==> src/rtl/fsm_seq_ctrl_if.sv <==
// ---------------------------------------------------------------------------
// fsm_seq_ctrl_if
// Bundles the control/feedback signals between the board-level controller,
// the route sequencer and the six-state switch FSM.
//
//   start     : request a run. It is a level, not a pulse handshake: it is only
//               looked at while the sequencer is idle or in error (busy==0).
//               While busy==1 it is ignored. Completion is reported by a
//               single-cycle done pulse; failure by the sticky err flag.
//   abort     : cancel a run in progress (only effective while busy==1)
//   route_sel : route number, captured when start is accepted
//   led_in    : state code reported back by the switch FSM
//   sw_out    : registered switch code driven into the switch FSM
//   busy      : run in progress (driving or holding a step)
//   done      : one-cycle pulse after the last step has been confirmed
//   err       : sticky failure flag (timeout or rejected start)
//   step_idx  : current step number inside the route, 0-based
//   state_dbg : raw sequencer state, for observation only
// ---------------------------------------------------------------------------
interface fsm_seq_ctrl_if;
   logic       start;
   logic       abort;
   logic [1:0] route_sel;
   logic [2:0] led_in;
   logic [2:0] sw_out;
   logic       busy;
   logic       done;
   logic       err;
   logic [2:0] step_idx;
   logic [2:0] state_dbg;

   modport master (
      output start, abort, route_sel, led_in,
      input  sw_out, busy, done, err, step_idx, state_dbg
   );

   modport slave (
      input  start, abort, route_sel, led_in,
      output sw_out, busy, done, err, step_idx, state_dbg
   );
endinterface

==> src/rtl/fsm_seq_ctrl.sv <==
// ---------------------------------------------------------------------------
// fsm_seq_ctrl
// Plays a pre-programmed route of switch codes into the six-state switch FSM,
// confirms every step through the FSM's led feedback, and flags a timeout if
// the FSM does not reach the expected state in time.
//
// Ports:
//   clk    : system clock, rising edge
//   reset  : synchronous, active-low reset
//   bus    : fsm_seq_ctrl_if.slave (start/abort/route_sel/led_in in,
//            sw_out/busy/done/err/step_idx/state_dbg out)
//
// Routes (switch code -> expected led):
//   0 : 001->001, 010->010, 011->011, 100->100, 101->111, 110->000
//   1 : 100->100, 101->111, 110->000
//   2 : 001->001, 100->100, 101->111, 110->000
//   3 : illegal, rejected at start
// ---------------------------------------------------------------------------
module fsm_seq_ctrl #(
   parameter int TIMEOUT_CYC = 16,
   parameter int HOLD_CYC    = 4
) (
   input  logic          clk,
   input  logic          reset,
   fsm_seq_ctrl_if.slave bus
);

   localparam int TW = (TIMEOUT_CYC > 1) ? $clog2(TIMEOUT_CYC) : 1;
   localparam int HW = (HOLD_CYC > 1) ? $clog2(HOLD_CYC) : 1;
   localparam logic [TW-1:0] TO_LAST   = TW'(TIMEOUT_CYC - 1);
   localparam logic [HW-1:0] HOLD_LAST = HW'(HOLD_CYC - 1);

   typedef enum logic [2:0] {
      S_IDLE  = 3'd0,
      S_DRIVE = 3'd1,
      S_HOLD  = 3'd2,
      S_DONE  = 3'd3,
      S_ERR   = 3'd4
   } state_t;

   state_t        r_state, w_next;
   logic [1:0]    r_route, w_route_nxt;
   logic [2:0]    r_step, w_step_nxt;
   logic [2:0]    r_sw, w_sw_nxt;
   logic          r_err, w_err_nxt;
   logic [TW-1:0] r_to_cnt;
   logic [HW-1:0] r_hold_cnt;
   logic          w_start_ok;
   logic          w_match;
   logic          w_last;

   // Switch code of a given step of a route.
   function automatic logic [2:0] f_code(input logic [1:0] route, input logic [2:0] step);
      logic [2:0] code;
      code = 3'b000;
      case (route)
         2'd0:    code = step + 3'd1;                               // 001..110
         2'd1:    code = step + 3'd4;                               // 100..110
         2'd2:    code = (step == 3'd0) ? 3'b001 : step + 3'd3;     // 001,100..110
         default: code = 3'b000;
      endcase
      return code;
   endfunction

   // Led code the switch FSM shows after accepting a switch code.
   // S5 is encoded 111, and 110 sends the FSM home to IDLE (000).
   function automatic logic [2:0] f_exp(input logic [2:0] code);
      logic [2:0] led;
      case (code)
         3'b101:  led = 3'b111;
         3'b110:  led = 3'b000;
         default: led = code;
      endcase
      return led;
   endfunction

   function automatic logic [2:0] f_last(input logic [1:0] route);
      logic [2:0] last;
      case (route)
         2'd0:    last = 3'd5;
         2'd1:    last = 3'd2;
         2'd2:    last = 3'd3;
         default: last = 3'd0;
      endcase
      return last;
   endfunction

   // A run may only begin with a legal route and the switch FSM sitting in IDLE.
   assign w_start_ok = (bus.route_sel != 2'd3) && (bus.led_in == 3'b000);
   assign w_match    = (bus.led_in == f_exp(f_code(r_route, r_step)));
   assign w_last     = (r_step == f_last(r_route));

   // State register and datapath registers.
   always_ff @(posedge clk) begin
      if (!reset) begin
         r_state    <= S_IDLE;
         r_route    <= 2'd0;
         r_step     <= 3'd0;
         r_sw       <= 3'b000;
         r_err      <= 1'b0;
         r_to_cnt   <= '0;
         r_hold_cnt <= '0;
      end else begin
         r_state    <= w_next;
         r_route    <= w_route_nxt;
         r_step     <= w_step_nxt;
         r_sw       <= w_sw_nxt;
         r_err      <= w_err_nxt;
         // Both counters run only in their own state, so they are already zero
         // on every entry into DRIVE or HOLD.
         r_to_cnt   <= (r_state == S_DRIVE) ? r_to_cnt + 1'b1 : '0;
         r_hold_cnt <= (r_state == S_HOLD) ? r_hold_cnt + 1'b1 : '0;
      end
   end

   // Next-state logic.
   always_comb begin
      w_next      = r_state;
      w_route_nxt = r_route;
      w_step_nxt  = r_step;
      w_err_nxt   = r_err;
      case (r_state)
         S_IDLE, S_ERR: begin
            if (bus.start) begin
               if (w_start_ok) begin
                  w_next      = S_DRIVE;
                  w_route_nxt = bus.route_sel;
                  w_step_nxt  = 3'd0;
                  w_err_nxt   = 1'b0;
               end else begin
                  w_next    = S_ERR;
                  w_err_nxt = 1'b1;
               end
            end
         end
         S_DRIVE: begin
            // Abort beats a match, and a match beats the timeout.
            if (bus.abort) begin
               w_next = S_IDLE;
            end else if (w_match) begin
               w_next = S_HOLD;
            end else if (r_to_cnt == TO_LAST) begin
               w_next    = S_ERR;
               w_err_nxt = 1'b1;
            end
         end
         S_HOLD: begin
            if (bus.abort) begin
               w_next = S_IDLE;
            end else if (r_hold_cnt == HOLD_LAST) begin
               if (w_last) begin
                  w_next = S_DONE;
               end else begin
                  w_next     = S_DRIVE;
                  w_step_nxt = r_step + 3'd1;
               end
            end
         end
         S_DONE:  w_next = S_IDLE;
         default: w_next = S_IDLE;
      endcase
      // sw_out is registered from the upcoming state so the code is already
      // on the pins during the first DRIVE cycle.
      w_sw_nxt = (w_next == S_DRIVE) ? f_code(w_route_nxt, w_step_nxt) : 3'b000;
   end

   // Output logic.
   always_comb begin
      bus.sw_out    = r_sw;
      bus.busy      = (r_state == S_DRIVE) || (r_state == S_HOLD);
      bus.done      = (r_state == S_DONE);
      bus.err       = r_err;
      bus.step_idx  = r_step;
      bus.state_dbg = r_state;
   end

endmodule
==> src/flat_wrapper.sv <==
// flat-port wrapper written by rule: the top's interface ports become plain ports
module fsm_seq_ctrl_flat 
#(
   parameter int TIMEOUT_CYC = 16,
   parameter int HOLD_CYC    = 4
)
  (clk, reset, bus_start, bus_abort, bus_route_sel, bus_led_in, bus_sw_out, bus_busy, bus_done, bus_err, bus_step_idx, bus_state_dbg);
  fsm_seq_ctrl_if bus_i ();
  input  logic clk;
  input  logic reset;
  input wire logic [$bits(bus_i.start)-1:0] bus_start;
  input wire logic [$bits(bus_i.abort)-1:0] bus_abort;
  input wire logic [$bits(bus_i.route_sel)-1:0] bus_route_sel;
  input wire logic [$bits(bus_i.led_in)-1:0] bus_led_in;
  output wire logic [$bits(bus_i.sw_out)-1:0] bus_sw_out;
  output wire logic [$bits(bus_i.busy)-1:0] bus_busy;
  output wire logic [$bits(bus_i.done)-1:0] bus_done;
  output wire logic [$bits(bus_i.err)-1:0] bus_err;
  output wire logic [$bits(bus_i.step_idx)-1:0] bus_step_idx;
  output wire logic [$bits(bus_i.state_dbg)-1:0] bus_state_dbg;
  assign bus_i.start = bus_start;
  assign bus_i.abort = bus_abort;
  assign bus_i.route_sel = bus_route_sel;
  assign bus_i.led_in = bus_led_in;
  assign bus_sw_out = bus_i.sw_out;
  assign bus_busy = bus_i.busy;
  assign bus_done = bus_i.done;
  assign bus_err = bus_i.err;
  assign bus_step_idx = bus_i.step_idx;
  assign bus_state_dbg = bus_i.state_dbg;
  fsm_seq_ctrl #(.TIMEOUT_CYC(TIMEOUT_CYC), .HOLD_CYC(HOLD_CYC)) u_core (.clk(clk), .reset(reset), .bus(bus_i));
endmodule
==> config.mk <==
export PLATFORM = sky130hd
export DESIGN_NAME = fsm_seq_ctrl_flat
export DESIGN_NICKNAME = d
export VERILOG_FILES = /design/src/rtl/fsm_seq_ctrl_if.sv /design/src/rtl/fsm_seq_ctrl.sv /design/src/flat_wrapper.sv
export SDC_FILE = /design/constraint.sdc
export NUM_CORES = 1
export LEC_CHECK = 0
export BUFFER_PORTS_ARGS = -buffer_cell sky130_fd_sc_hd__buf_4
export CORE_MARGIN = 5
export CORE_UTILIZATION = 50
export DETAILED_ROUTE_END_ITERATION = 6
export PLACE_DENSITY = 0.69
export SLEW_MARGIN = 30
export SYNTH_ARGS = -nofsm -noshare
export SYNTH_HDL_FRONTEND = slang
export SYNTH_SLANG_ARGS = --single-unit
==> constraint.sdc <==
create_clock -name clk -period 7.15 [get_ports clk]
set_input_delay 2.145 -clock clk [delete_from_list [all_inputs] [get_ports clk]]
set_output_delay 2.145 -clock clk [all_outputs]
set_load 0.02 [all_outputs]
==> impl_metrics.env <==
export IMPL_wl_per_cell_um=13.7
export IMPL_tns_ps=0
export IMPL_cts_sinks=18
export IMPL_synth_edff_count=0
export IMPL_drive_gt1_frac=0.221
export IMPL_ys_seq_area_frac=0.285
export IMPL_cts_buffer_depth=2
export IMPL_timing_hold_violations_final=0
export IMPL_syn_instance_count=144
export IMPL_post_route_cell_area_um2=1440
export IMPL_relSlewSlack=0.565
export IMPL_post_cts_buffers=0
export IMPL_crit_path_end_kind="flop"
export IMPL_synth_flop_cell="dfxtp_1"
export IMPL_combPwrFrac=0.109
export IMPL_via_per_inst=5.65
export IMPL_syn_area_um2=1260
export IMPL_critical_path_arrival_ps=4780
export IMPL_post_cts_resized=0
export IMPL_seqPwrFrac=0.558
export IMPL_crit_type="primary input to flop"
export IMPL_boundaryPins=21
export IMPL_max_cap_violations=0
export IMPL_power_switching_uw=42.9
export IMPL_cts_tree="done"
export IMPL_min_path_type="flop to flop"
export IMPL_fin_skew_ps=1.04
export IMPL_core_area_um2=2450
export IMPL_die_area_um2=3630
export IMPL_drtIter0Drc=53
export IMPL_grt_start_max_net_pins=11
export IMPL_ys_types=52
export IMPL_swShare=0.232
export IMPL_async_reset_ff_frac=0
export IMPL_dpl_hpwl_mm=2.11
export IMPL_internal_power_uw=142
export IMPL_cts_root_buf="clkbuf_4"
export IMPL_placed_cell_area_um2=1410
export IMPL_syn_to_final_growth_pct=14.2
export IMPL_worst_endpoint_required_ps=7390
export IMPL_vias=1090
export IMPL_p_per_area_nw_per_um2=128
export IMPL_cts_buffers=3
export IMPL_h_tree_depth=1
export IMPL_syn_mean_instance_area_um2=8.77
export IMPL_period_minus_slack_ps=4540
export IMPL_power_frac_clock=0.333
export IMPL_wl_mm=2.64
export IMPL_postLayoutCoreUtil=0.587
export IMPL_vdd_drop_max_v=0.0000888
export IMPL_status="completed"
export IMPL_worst_pin_slew_ps=648
export IMPL_clk_latency_ps=290
export IMPL_startpoint_type="primary input"
export IMPL_start_util=0.514
export IMPL_portBuffers=20
export IMPL_grt_total_usage=0.168
export IMPL_grt_ovfl_total=0
export IMPL_grt_pass1_wl_mm=4.64
export IMPL_power_leakage_nw=0.637
export IMPL_antenna_found_initial=0
export IMPL_nets=185
export IMPL_grt_pass1_vias=1062
export IMPL_ant_nets=0
export IMPL_die_h_um=60.3
export IMPL_clk_pin_slew_ps=100
export IMPL_die_w_um=60.3
export IMPL_hold_ws_ps=432
export IMPL_n_antenna_cell=0
export IMPL_max_freq_mhz=220
export IMPL_synth_nets=165
export IMPL_setup_viol_count_final=0
export IMPL_cts_hold_buf=0
export IMPL_dr_pass1_iters=4
export IMPL_critPathMaxFanout=8
export IMPL_slew_viol_final=0
export IMPL_rsz0062_at_grt="false"
export IMPL_fp_row_count=18
export IMPL_post_route_drc_count=0
export IMPL_gp_congestion=0.844
export IMPL_synth_warnings=0
export IMPL_period_share=0.635
export IMPL_synth_seq_cells=18
## kinds of logic after synthesis
group / after synthesis / synth area share
simple gates: 49 / 0.229
compound gates: 35 / 0.204
buf+inv: 19 / 0.0773
flops: 18 / 0.285
fa+ha+maj: 12 / 0.119
xor+xnor: 7 / 0.0486
mux: 4 / 0.0367
## power groups by stage
stage / registers (mW) / clock network, mW / logic (mW)
after floorplan: 0.107 / 0 / 0.0110
after global placement: 0.106 / 0 / 0.0196
after detailed placement: 0.106 / 0 / 0.0201
after CTS: 0.103 / 0.0639 / 0.0202
after global routing: 0.104 / 0.0698 / 0.0221
final: 0.103 / 0.0617 / 0.0201
## registers in the layout, summed over array words and instances (netlist names)
name / cells
u_core.bus.step_idx: 3
u_core.r_route: 2
u_core.r_to_cnt: 4
u_core.bus.sw_out: 3
u_core.bus.state_dbg: 3
u_core.r_hold_cnt: 2
u_core.bus.err: 1
## placed cells by master (no fill, tap or decap), types with 2 or more instances in the layout
| cell type | instances |
|---|---|
| o2bb2ai_1 | 3 |
| o221a_2 | 2 |
| mux2i_1 | 2 |
| a21oi_1 | 9 |
| buf_4 | 20 |
| nor3b_1 | 2 |
| nand3_1 | 4 |
| nor2b_1 | 3 |
| o21ai_0 | 2 |
| inv_1 | 14 |
| nor2_1 | 11 |
| o21a_1 | 3 |
| nand2b_1 | 2 |
| nor3_1 | 3 |
| a211oi_1 | 3 |
| xor2_1 | 3 |
| ha_1 | 12 |
| and2_1 | 3 |
| and2_2 | 3 |
| xnor2_1 | 4 |
| nand2_1 | 6 |
| clkbuf_4 | 3 |
| dfxtp_1 | 18 |
## synthesized netlist by cell type, types with 2 or more instances
master | count | area share
o21ai_0 | 2 | 0.0079
a211oi_1 | 3 | 0.018
dfxtp_1 | 18 | 0.29
nor3b_1 | 2 | 0.012
and2_1 | 3 | 0.015
buf_6 | 2 | 0.018
a21oi_1 | 9 | 0.036
nand2b_1 | 2 | 0.0099
xor2_1 | 3 | 0.021
nor3_1 | 3 | 0.012
o2bb2ai_1 | 3 | 0.021
o221a_2 | 2 | 0.018
nand2_1 | 6 | 0.018
inv_1 | 14 | 0.042
ha_1 | 12 | 0.12
nor2b_1 | 3 | 0.015
and2_2 | 3 | 0.018
xnor2_1 | 4 | 0.028
mux2i_1 | 2 | 0.016
nor2_1 | 11 | 0.033
o21a_1 | 3 | 0.018
nand3_1 | 4 | 0.016
## per-stage QoR
step	cells	total power, mW	setup WS [ps]
2_1_floorplan	144	0.118	2540
3_3_place_gp	189	0.125	2380
3_5_place_dp	189	0.126	2290
4_1_cts	193	0.187	2610
5_1_grt	193	0.196	2420
6_report	193	0.185	2610
## final cells by class
type | count | area (µm²)
clock buffers | 4 | 36.3
fillers | 226 | 1010
flip-flops and latches | 18 | 360
repair buffers | 20 | 150
well taps | 30 | 37.5
multi-input cells | 107 | 805
inverters | 14 | 52.6
## worst max-delay path, cell delays in order
cell	delay, ps
buf_4	130
or4b_4	550
or4_4	560
nor3b_1	170
a21oi_1	280
inv_1	80
ha_1	210
or3b_1	350
mux2i_1	140
o221a_1	180
## path summary, 6_finish.rpt
kind / startpoint / to / slack (ps) / depth (start not counted)
worst max-delay path: bus_led_in[0] / u_core.bus.sw_out[2] / 2610 / 10
worst min-delay path: u_core.r_hold_cnt[0] / u_core.r_hold_cnt[0] / 430 / 1
worst max register to register: u_core.bus.state_dbg[1] / u_core.bus.sw_out[2] / 4120 / 9
worst min register to register: u_core.r_hold_cnt[0] / u_core.r_hold_cnt[0] / 430 / 1
## metal layers
metal | share of wire | routed length, µm | global-route usage | up-vias
met3 | 0.053 | 139 | 0.0389 | 6
li1 | - | - | - | 554
met1 | 0.49 | 1290 | 0.221 | 504
met4 | 0.010 | 27 | 0.0538 | 0
met5 | 0 | 0 | 0 | -
met2 | 0.45 | 1190 | 0.269 | 26
Note: power is estimated with default switching activity, not from simulation.
